$ cat src/rtl/ydriver_pkg.sv
// Shared constants, widths and state type for the DMG LCD Y-driver timing generator.
package ydriver_pkg;

  localparam int unsigned DMG_CLKS_PER_LINE   = 456;
  localparam int unsigned DMG_LINES_PER_FRAME = 154;
  localparam int unsigned DMG_VISIBLE_LINES   = 144;

  localparam int unsigned DEF_CPL_START = 8;
  localparam int unsigned DEF_CPL_WIDTH = 4;
  localparam int unsigned DEF_FR_LINES  = 13;

  localparam int unsigned DMG_DOT_W = $clog2(DMG_CLKS_PER_LINE);
  localparam int unsigned LINE_W    = 8;

  // Counter width for a modulo-n count; never narrower than one bit.
  function automatic int unsigned cnt_width(input int unsigned n);
    return (n > 1) ? $clog2(n) : 1;
  endfunction

  typedef enum logic {
    ST_IDLE = 1'b0,
    ST_RUN  = 1'b1
  } ydrv_state_t;

endpackage

$ cat src/rtl/ydriver_wrap_counter.sv
// Modulo-N counter with clear and enable; exposes its next value and a wrap flag.
module ydriver_wrap_counter #(
  parameter int unsigned N = 2,
  parameter int unsigned W = 1
) (
  input  logic         clk,
  input  logic         clr,
  input  logic         en,
  output logic [W-1:0] count_next,
  output logic         wrap
);
  localparam logic [W-1:0] LAST = W'(N - 1);

  logic [W-1:0] count;

  assign wrap = !clr && en && (count == LAST);

  always_comb begin
    count_next = count;
    if (clr || wrap) count_next = '0;
    else if (en)     count_next = count + W'(1);
  end

  always_ff @(posedge clk) begin
    count <= count_next;
  end

endmodule

$ cat src/rtl/ydriver_timing_gen.sv
// Generates S/CPL/FR for the DMG LCD Y driver plus line/frame strobes and ly.
module ydriver_timing_gen
  import ydriver_pkg::*;
#(
  parameter int unsigned CLKS_PER_LINE   = DMG_CLKS_PER_LINE,
  parameter int unsigned LINES_PER_FRAME = DMG_LINES_PER_FRAME,
  parameter int unsigned CPL_START       = DEF_CPL_START,
  parameter int unsigned CPL_WIDTH       = DEF_CPL_WIDTH,
  parameter int unsigned FR_LINES        = DEF_FR_LINES
) (
  input  logic       clk,
  input  logic       rst,
  input  logic       lcd_on,
  output logic       S,
  output logic       CPL,
  output logic       FR,
  output logic       line_strobe,
  output logic       frame_strobe,
  output logic [7:0] ly,
  output logic       active
);
  localparam int unsigned DOT_W = cnt_width(CLKS_PER_LINE);
  localparam int unsigned FR_W  = cnt_width(FR_LINES);

  if (CPL_START == 0 || CPL_START + CPL_WIDTH > CLKS_PER_LINE ||
      FR_LINES % 2 == 0 || LINES_PER_FRAME > 256) begin : g_param_check
    $error("ydriver_timing_gen: illegal parameter combination");
  end

  ydrv_state_t       state_q, state_d;
  logic              clr, run, going;
  logic [DOT_W-1:0]  dot_next;
  logic [LINE_W-1:0] line_next;
  logic [FR_W-1:0]   fr_next;
  logic              dot_wrap, line_wrap, fr_wrap;
  logic              s_d, cpl_d, fr_d, ls_d, fs_d;
  logic [7:0]        ly_d;

  assign clr = rst || !lcd_on;
  // Counters hold at zero on the start edge, so the first active cycle is dot 0.
  assign run = (state_q == ST_RUN);

  ydriver_wrap_counter #(.N(CLKS_PER_LINE), .W(DOT_W)) u_dot (
    .clk(clk), .clr(clr), .en(run), .count_next(dot_next), .wrap(dot_wrap)
  );

  ydriver_wrap_counter #(.N(LINES_PER_FRAME), .W(LINE_W)) u_line (
    .clk(clk), .clr(clr), .en(dot_wrap), .count_next(line_next), .wrap(line_wrap)
  );

  ydriver_wrap_counter #(.N(FR_LINES), .W(FR_W)) u_fr (
    .clk(clk), .clr(clr), .en(dot_wrap), .count_next(fr_next), .wrap(fr_wrap)
  );

  // Outputs are decoded from the counters' next values so they line up with them.
  always_comb begin
    state_d = clr ? ST_IDLE : ST_RUN;
    going   = (state_d == ST_RUN);
    s_d     = going && (line_next == '0);
    ls_d    = going && (dot_next == '0);
    fs_d    = ls_d && (line_next == '0);
    cpl_d   = going && (32'(dot_next) >= CPL_START) &&
              (32'(dot_next) < CPL_START + CPL_WIDTH);
    fr_d    = going && (FR ^ fr_wrap);
    ly_d    = going ? line_next : '0;
  end

  always_ff @(posedge clk) begin
    if (rst) begin
      state_q      <= ST_IDLE;
      S            <= 1'b0;
      CPL          <= 1'b0;
      FR           <= 1'b0;
      line_strobe  <= 1'b0;
      frame_strobe <= 1'b0;
      ly           <= '0;
      active       <= 1'b0;
    end else begin
      state_q      <= state_d;
      S            <= s_d;
      CPL          <= cpl_d;
      FR           <= fr_d;
      line_strobe  <= ls_d;
      frame_strobe <= fs_d;
      ly           <= ly_d;
      active       <= going;
    end
  end

  a_fr_range:   assert property (@(posedge clk) 32'(fr_next) < FR_LINES);
  a_line_chain: assert property (@(posedge clk) line_wrap |-> dot_wrap);

endmodule

$ cat config.mk
export PLATFORM = sky130hd
export DESIGN_NAME = ydriver_timing_gen
export DESIGN_NICKNAME = d
export VERILOG_FILES = /design/src/rtl/ydriver_pkg.sv /design/src/rtl/ydriver_wrap_counter.sv /design/src/rtl/ydriver_timing_gen.sv
export SDC_FILE = /design/constraint.sdc
export NUM_CORES = 1
export LEC_CHECK = 0
export ABC_AREA = 1
export CAP_MARGIN = 15
export CORE_AREA = 4 4 70 72
export DETAILED_ROUTE_END_ITERATION = 8
export DIE_AREA = 0 0 74 76
export GPL_TIMING_DRIVEN = 0
export PLACE_DENSITY = 0.63
export SLEW_MARGIN = 20
export SYNTH_ARGS = -nofsm -noshare
export SYNTH_HDL_FRONTEND = slang
export SYNTH_SLANG_ARGS = --single-unit
$ cat constraint.sdc
create_clock -name clk -period 5 [get_ports clk]
set_clock_uncertainty 0.15 [all_clocks]
set_input_delay 0.5 -clock clk [delete_from_list [all_inputs] [get_ports clk]]
set_output_delay 0.5 -clock clk [all_outputs]
set_load 0.02 [all_outputs]
-- Word-level counts from Yosys, hierarchy flattened
Index checks and enable logic that the tools add are counted.
- add/subtract/negate cells: 3
- magnitude comparators: 2
- equal/unequal tests: 3
- mux-type cells: 5
- bitwise operators: 1
- reduce and logical (&&, ||, !) cells: 20
- operator list (cell ; count):
    $mux 9 ; 2
    $mux 8 ; 2
    $logic_and 1x1->1 ; 11
    $add 9x1->9 const B ; 1
    $eq 9x9->1 const B ; 1
    $ge 9x4->1 const B ; 1
    $logic_not 9->1 ; 1
    $lt 9x4->1 const B ; 1
    $add 8x1->8 const B ; 1
    $eq 8x8->1 const B ; 1
    $logic_not 8->1 ; 1
    $add 4x1->4 const B ; 1
    $eq 4x4->1 const B ; 1
    $logic_or 1x1->1 ; 4
    $logic_not 1->1 ; 2
    $reduce_or 2->1 ; 1
    $mux 1 ; 1
    $xor 1x1->1 ; 1
- register bits: 35
- output and inout bits: 14
- logic and storage cells: 44

-- Longest topological paths before layout
- depth after elaboration: 11
- mapped depth: 12
- depth with buffers taken out: 12

-- Cells and area by module
From an unflattened synthesis, not the netlist that was laid out.
- cell total of the unflattened synthesis: 221
- area, all modules: 1667.8 um^2
- modules (own cells, without submodules) (module ; instances ; cells an instance ; area an instance (um^2) ; sequential area each (um^2)):
    ydriver_wrap_counter at u_line ; 1 ; 65 ; 503.0 ; 160.2
    ydriver_wrap_counter at u_dot ; 1 ; 71 ; 494.2 ; 180.2
    ydriver_timing_gen ; 1 ; 56 ; 449.2 ; 280.3
    ydriver_wrap_counter at u_fr ; 1 ; 29 ; 221.5 ; 80.1

-- Worst setup path after synthesis
Ideal clock, no wire load.
- kind: register to register
- start point: register state_q (netlist: run)
- end point: register S
- setup time: 0.121 ns
- arrival: 1.452 ns
- data required time: 4.729 ns
- slack: 3.277 ns
- cell stages (with the launch flop): 12
- path buffers: 2
- clock period less this slack: 1.723 ns
- cell sequence: dfxtp_1 -> buf_4 -> nand3_1 -> inv_2 -> nand3_4 -> buf_6 -> o21ai_1 -> nand2_1 -> nand2_1 -> nor2_1 -> nand2_1 -> nor2_1
- word-level cells in the longest chain between the ends: 8
- elaborated cells on any way between the ends: 9
- classes of those cells: mux: 2; reduce/logical: 7
- RTL lines (what ; line ; RTL):
    start: declaration ; ydriver_timing_gen.sv:30 ; ydrv_state_t state_q, state_d;
    start signal: assignment ; ydriver_timing_gen.sv:79 ; state_q <= state_d;
    $logic_and 1x1->1 (*) (2 in series) ; ydriver_wrap_counter.sv:16 ; assign wrap = !clr && en && (count == LAST);
    $logic_and 1x1->1 (2 in series) ; ydriver_wrap_counter.sv:16 ;
    $logic_or 1x1->1 ; ydriver_wrap_counter.sv:20 ; if (clr || wrap) count_next = '0;
    $mux 8 (*) ; ydriver_wrap_counter.sv:20 ;
    $logic_not 8->1 (*) ; ydriver_timing_gen.sv:59 ; s_d = going && (line_next == '0);
    $logic_and 1x1->1 (*) ; ydriver_timing_gen.sv:59 ;
    end signal: assignment ; ydriver_timing_gen.sv:71 ; S <= 1'b0;
    end signal: assignment ; ydriver_timing_gen.sv:80 ; S <= s_d;
    end: declaration ; ydriver_timing_gen.sv:14 ; output logic S,
Every way passes the cells marked *; elsewhere a longest branch is shown, timed or not.
A chain may end at the register's enable or synchronous reset.

-- Final worst setup path
- start point: input port lcd_on
- end point: register S
- word-level cells in the longest chain between the ends: 11
- elaborated cells on any way between the ends: 13
- classes of those cells: mux: 3; reduce/logical: 10
- RTL lines (what ; line ; RTL):
    start: declaration ; ydriver_timing_gen.sv:13 ; input logic lcd_on,
    $logic_not 1->1 (*) ; ydriver_timing_gen.sv:39 ; assign clr = rst || !lcd_on;
    $logic_or 1x1->1 (*) ; ydriver_timing_gen.sv:39 ;
    $logic_not 1->1 ; ydriver_wrap_counter.sv:16 ;
    $logic_and 1x1->1 (4 in series) ; ydriver_wrap_counter.sv:16 ;
    $logic_or 1x1->1 ; ydriver_wrap_counter.sv:20 ;
    $mux 8 ; ydriver_wrap_counter.sv:20 ;
    $logic_not 8->1 ; ydriver_timing_gen.sv:59 ;
    $logic_and 1x1->1 (*) ; ydriver_timing_gen.sv:59 ;
Marked as above.

==> metrics <==
Worst-path clk slew=about 70 ps; final antenna-violating net count=0; synth top area cells=dfxtp_1, nand2_1, inv_1, nand3_1, nor2_1; Synth area leader=dfxtp_1; CP Capture Type=flop; Register Area=701 µm²; number of port buffers=16; Cells after Synth=between 200 and 250; total gr overflow=0; Rel. slew slack=0.770; Setup-failing EPs final=0; Mean Syn Cell Area=between 6 and 7 µm²; post-CTS sizing=0; Leak=roughly 1.0 nW; # Max-Cap Violations=0; hpwl dp=between 2000 and 2500 µm; Area growth syn-to-layout=18.8%; drt pass-1 iters=4; Sinks on Clock Net=35; mapped cell area=~1700 µm²; I/O pins=17; Final Critical Period=2130 ps; H-Tree Depth=2; crit path DAT=around 2200 ps; # fillers=between 400 and 500; cell mode on critical path=nand2_1; Seq/Total Area, Yosys=0.420; Hold WS=between 200 and 300 ps; Initial Util=0.388; synthesized flop and latch total=35; crit path launch=lcd_on; worst stage delay on the critical path=~460 ps; worst reg-to-reg setup slack=between 3000 and 4000 ps; GPL Wtd Cong=0.775; Power per Cell Area=255 nW/µm²; pin count of the biggest net entering global routing=11; Core Rows=24; synth unique cells=25; die area=5620 µm²; clk buf depth=2; Tcrit/Tclk final=0.426; first-pass GRT wire length=5320 µm; 1st-iter DRT viols=between 100 and 150; floorplan core area=approximately 4300 µm²; post-CTS setup buffer count=0; r2r startpoint=u_dot.count[0]; cts hold-fix bufs=0; CP Class=in2reg; Max Slew Vio Count=0; vias in the first global route=roughly 1,200; Die W=between 70 and 80 µm; syn_nets=250; worst skew pair latency=around 280 ps; total track usage=0.123; Final nets=between 200 and 300; Multi-input gate area=between 700 and 800 µm²; required time worst endpoint=5070 ps; FMAX=~470 MHz; crit path max-delay cell type=clkdlybuf4s50_1; final wirelength=3110 µm; Synth top area share=0.420; Hold Crit Depth=1; CTS buffer count=5; commonest non-fill, non-tap cells in the layout=nand2_1, inv_1, dfxtp_1; most common cell after layout, fill and taps aside=nand2_1; VDD IR max=0.129 mV; DRC=0; Cell Chain, Critical Path=clkdlybuf4s50_1 > nand2_1 > nor2_4 > nand3_4 > nand2_4 > nand2_4 > nand2_1 > nand2_1 > nor2_1 > nand2_1 > nor2_1; vias=around 1,400; actual slew at the worst max-slew pin=roughly 340 ps; initial antenna violation count=0; RR Endpoint=S; outcome=complete, no violations; Antenna Cells=0; Ys Warns=0; Worst R2R Path Depth=11; setup_tns=0 ps; critical path peak fanout=9; share of cells above drive strength 1=0.0830; RSZ-0062 raised after global routing=no; CTS tree=yes; Die H=about 76 µm; element type at the critical path start=primary input; Hold Path Class=reg2reg; drt wl/cell=a little under 10 µm; Worst Setup EP=S; Via density=about 4.4; root buf cell=clkbuf_8; Hold Fails Final Rpt=0
worst min-delay path by stage:
stage / endpoint / slack [ps] / startpoint
4_1_cts: FR / 300 / FR
6_report: FR / 300 / FR
2_1_floorplan: u_fr.count[1] / 320 / u_fr.count[1]
3_3_place_gp: FR / 290 / FR
5_1_grt: FR / 320 / FR
3_5_place_dp: FR / 290 / FR
per-stage QoR:
stage,instances,worst slack (ps),utilization,instance area (µm²),power (mW)
after floorplan,242,3280,-,1670,0.300
after global routing,317,2700,0.461,1980,0.531
after detailed placement,310,2560,0.441,1890,0.308
after CTS,317,2850,0.461,1980,0.515
after global placement,310,2550,0.441,1890,0.308
final,317,2870,0.461,1980,0.505
critical path: cells and delay by family:
family / cells / cell delay (ps)
buffers and inverters: 1 / 460
and+or+nand+nor: 10 / 1230
Yosys cell counts, drive strengths merged:
library cell / n
nand2: 83
nand3b: 1
buf: 2
o21bai: 1
nor3: 2
ha: 5
nor2: 25
and3: 1
nand4: 6
o21ai: 8
a21oi: 7
dfxtp: 35
xor2: 2
nand3: 17
clkinv: 2
nor3b: 1
inv: 43
o21a: 1
power breakdown:
| group | switching [mW] | internal [mW] | total [mW] | leakage (nW) |
|---|---|---|---|---|
| Clock | 0.0954 | 0.108 | 0.203 | 0.0470 |
| Combinational | 0.0119 | 0.00795 | 0.0198 | 0.679 |
| Sequential | 0.000918 | 0.281 | 0.282 | 0.283 |
cells by family after synthesis:
kind of cell | Yosys count | share of synthesized area
AOI/OAI and AO/OA | 17 | 0.0540
xor gates and xnor gates | 2 | 0.0105
DFF | 35 | 0.420
and+or+nand+nor | 136 | 0.365
buffers and inverters | 47 | 0.113
adders and majority gates | 5 | 0.0375
routing by layer:
metal	routed length (µm)	vias up	track usage
met5	0	-	0
met4	24	0	0.0543
met3	171	2	0.0435
met2	1370	25	0.180
met1	1550	594	0.160
li1	-	788	-
registers in the layout, summed over array words and instances, names as in the netlist:
signal / count
u_line.count: 8
ly: 8
run: 1
line_strobe: 1
u_fr.count: 4
FR: 1
S: 1
u_dot.count: 9
frame_strobe: 1
CPL: 1
final cells by class:
cell class / instances / share of cell area
multi-input cells: 160 / 0.394
well taps: 52 / 0.0328
clock buffers: 6 / 0.0417
repair buffers: 16 / 0.0809
plain buffers: 2 / 0.00948
clock inverters: 1 / 0.00253
inverters: 45 / 0.0853
flip-flops and latches: 35 / 0.354
Power figures use the tool's default switching activity.
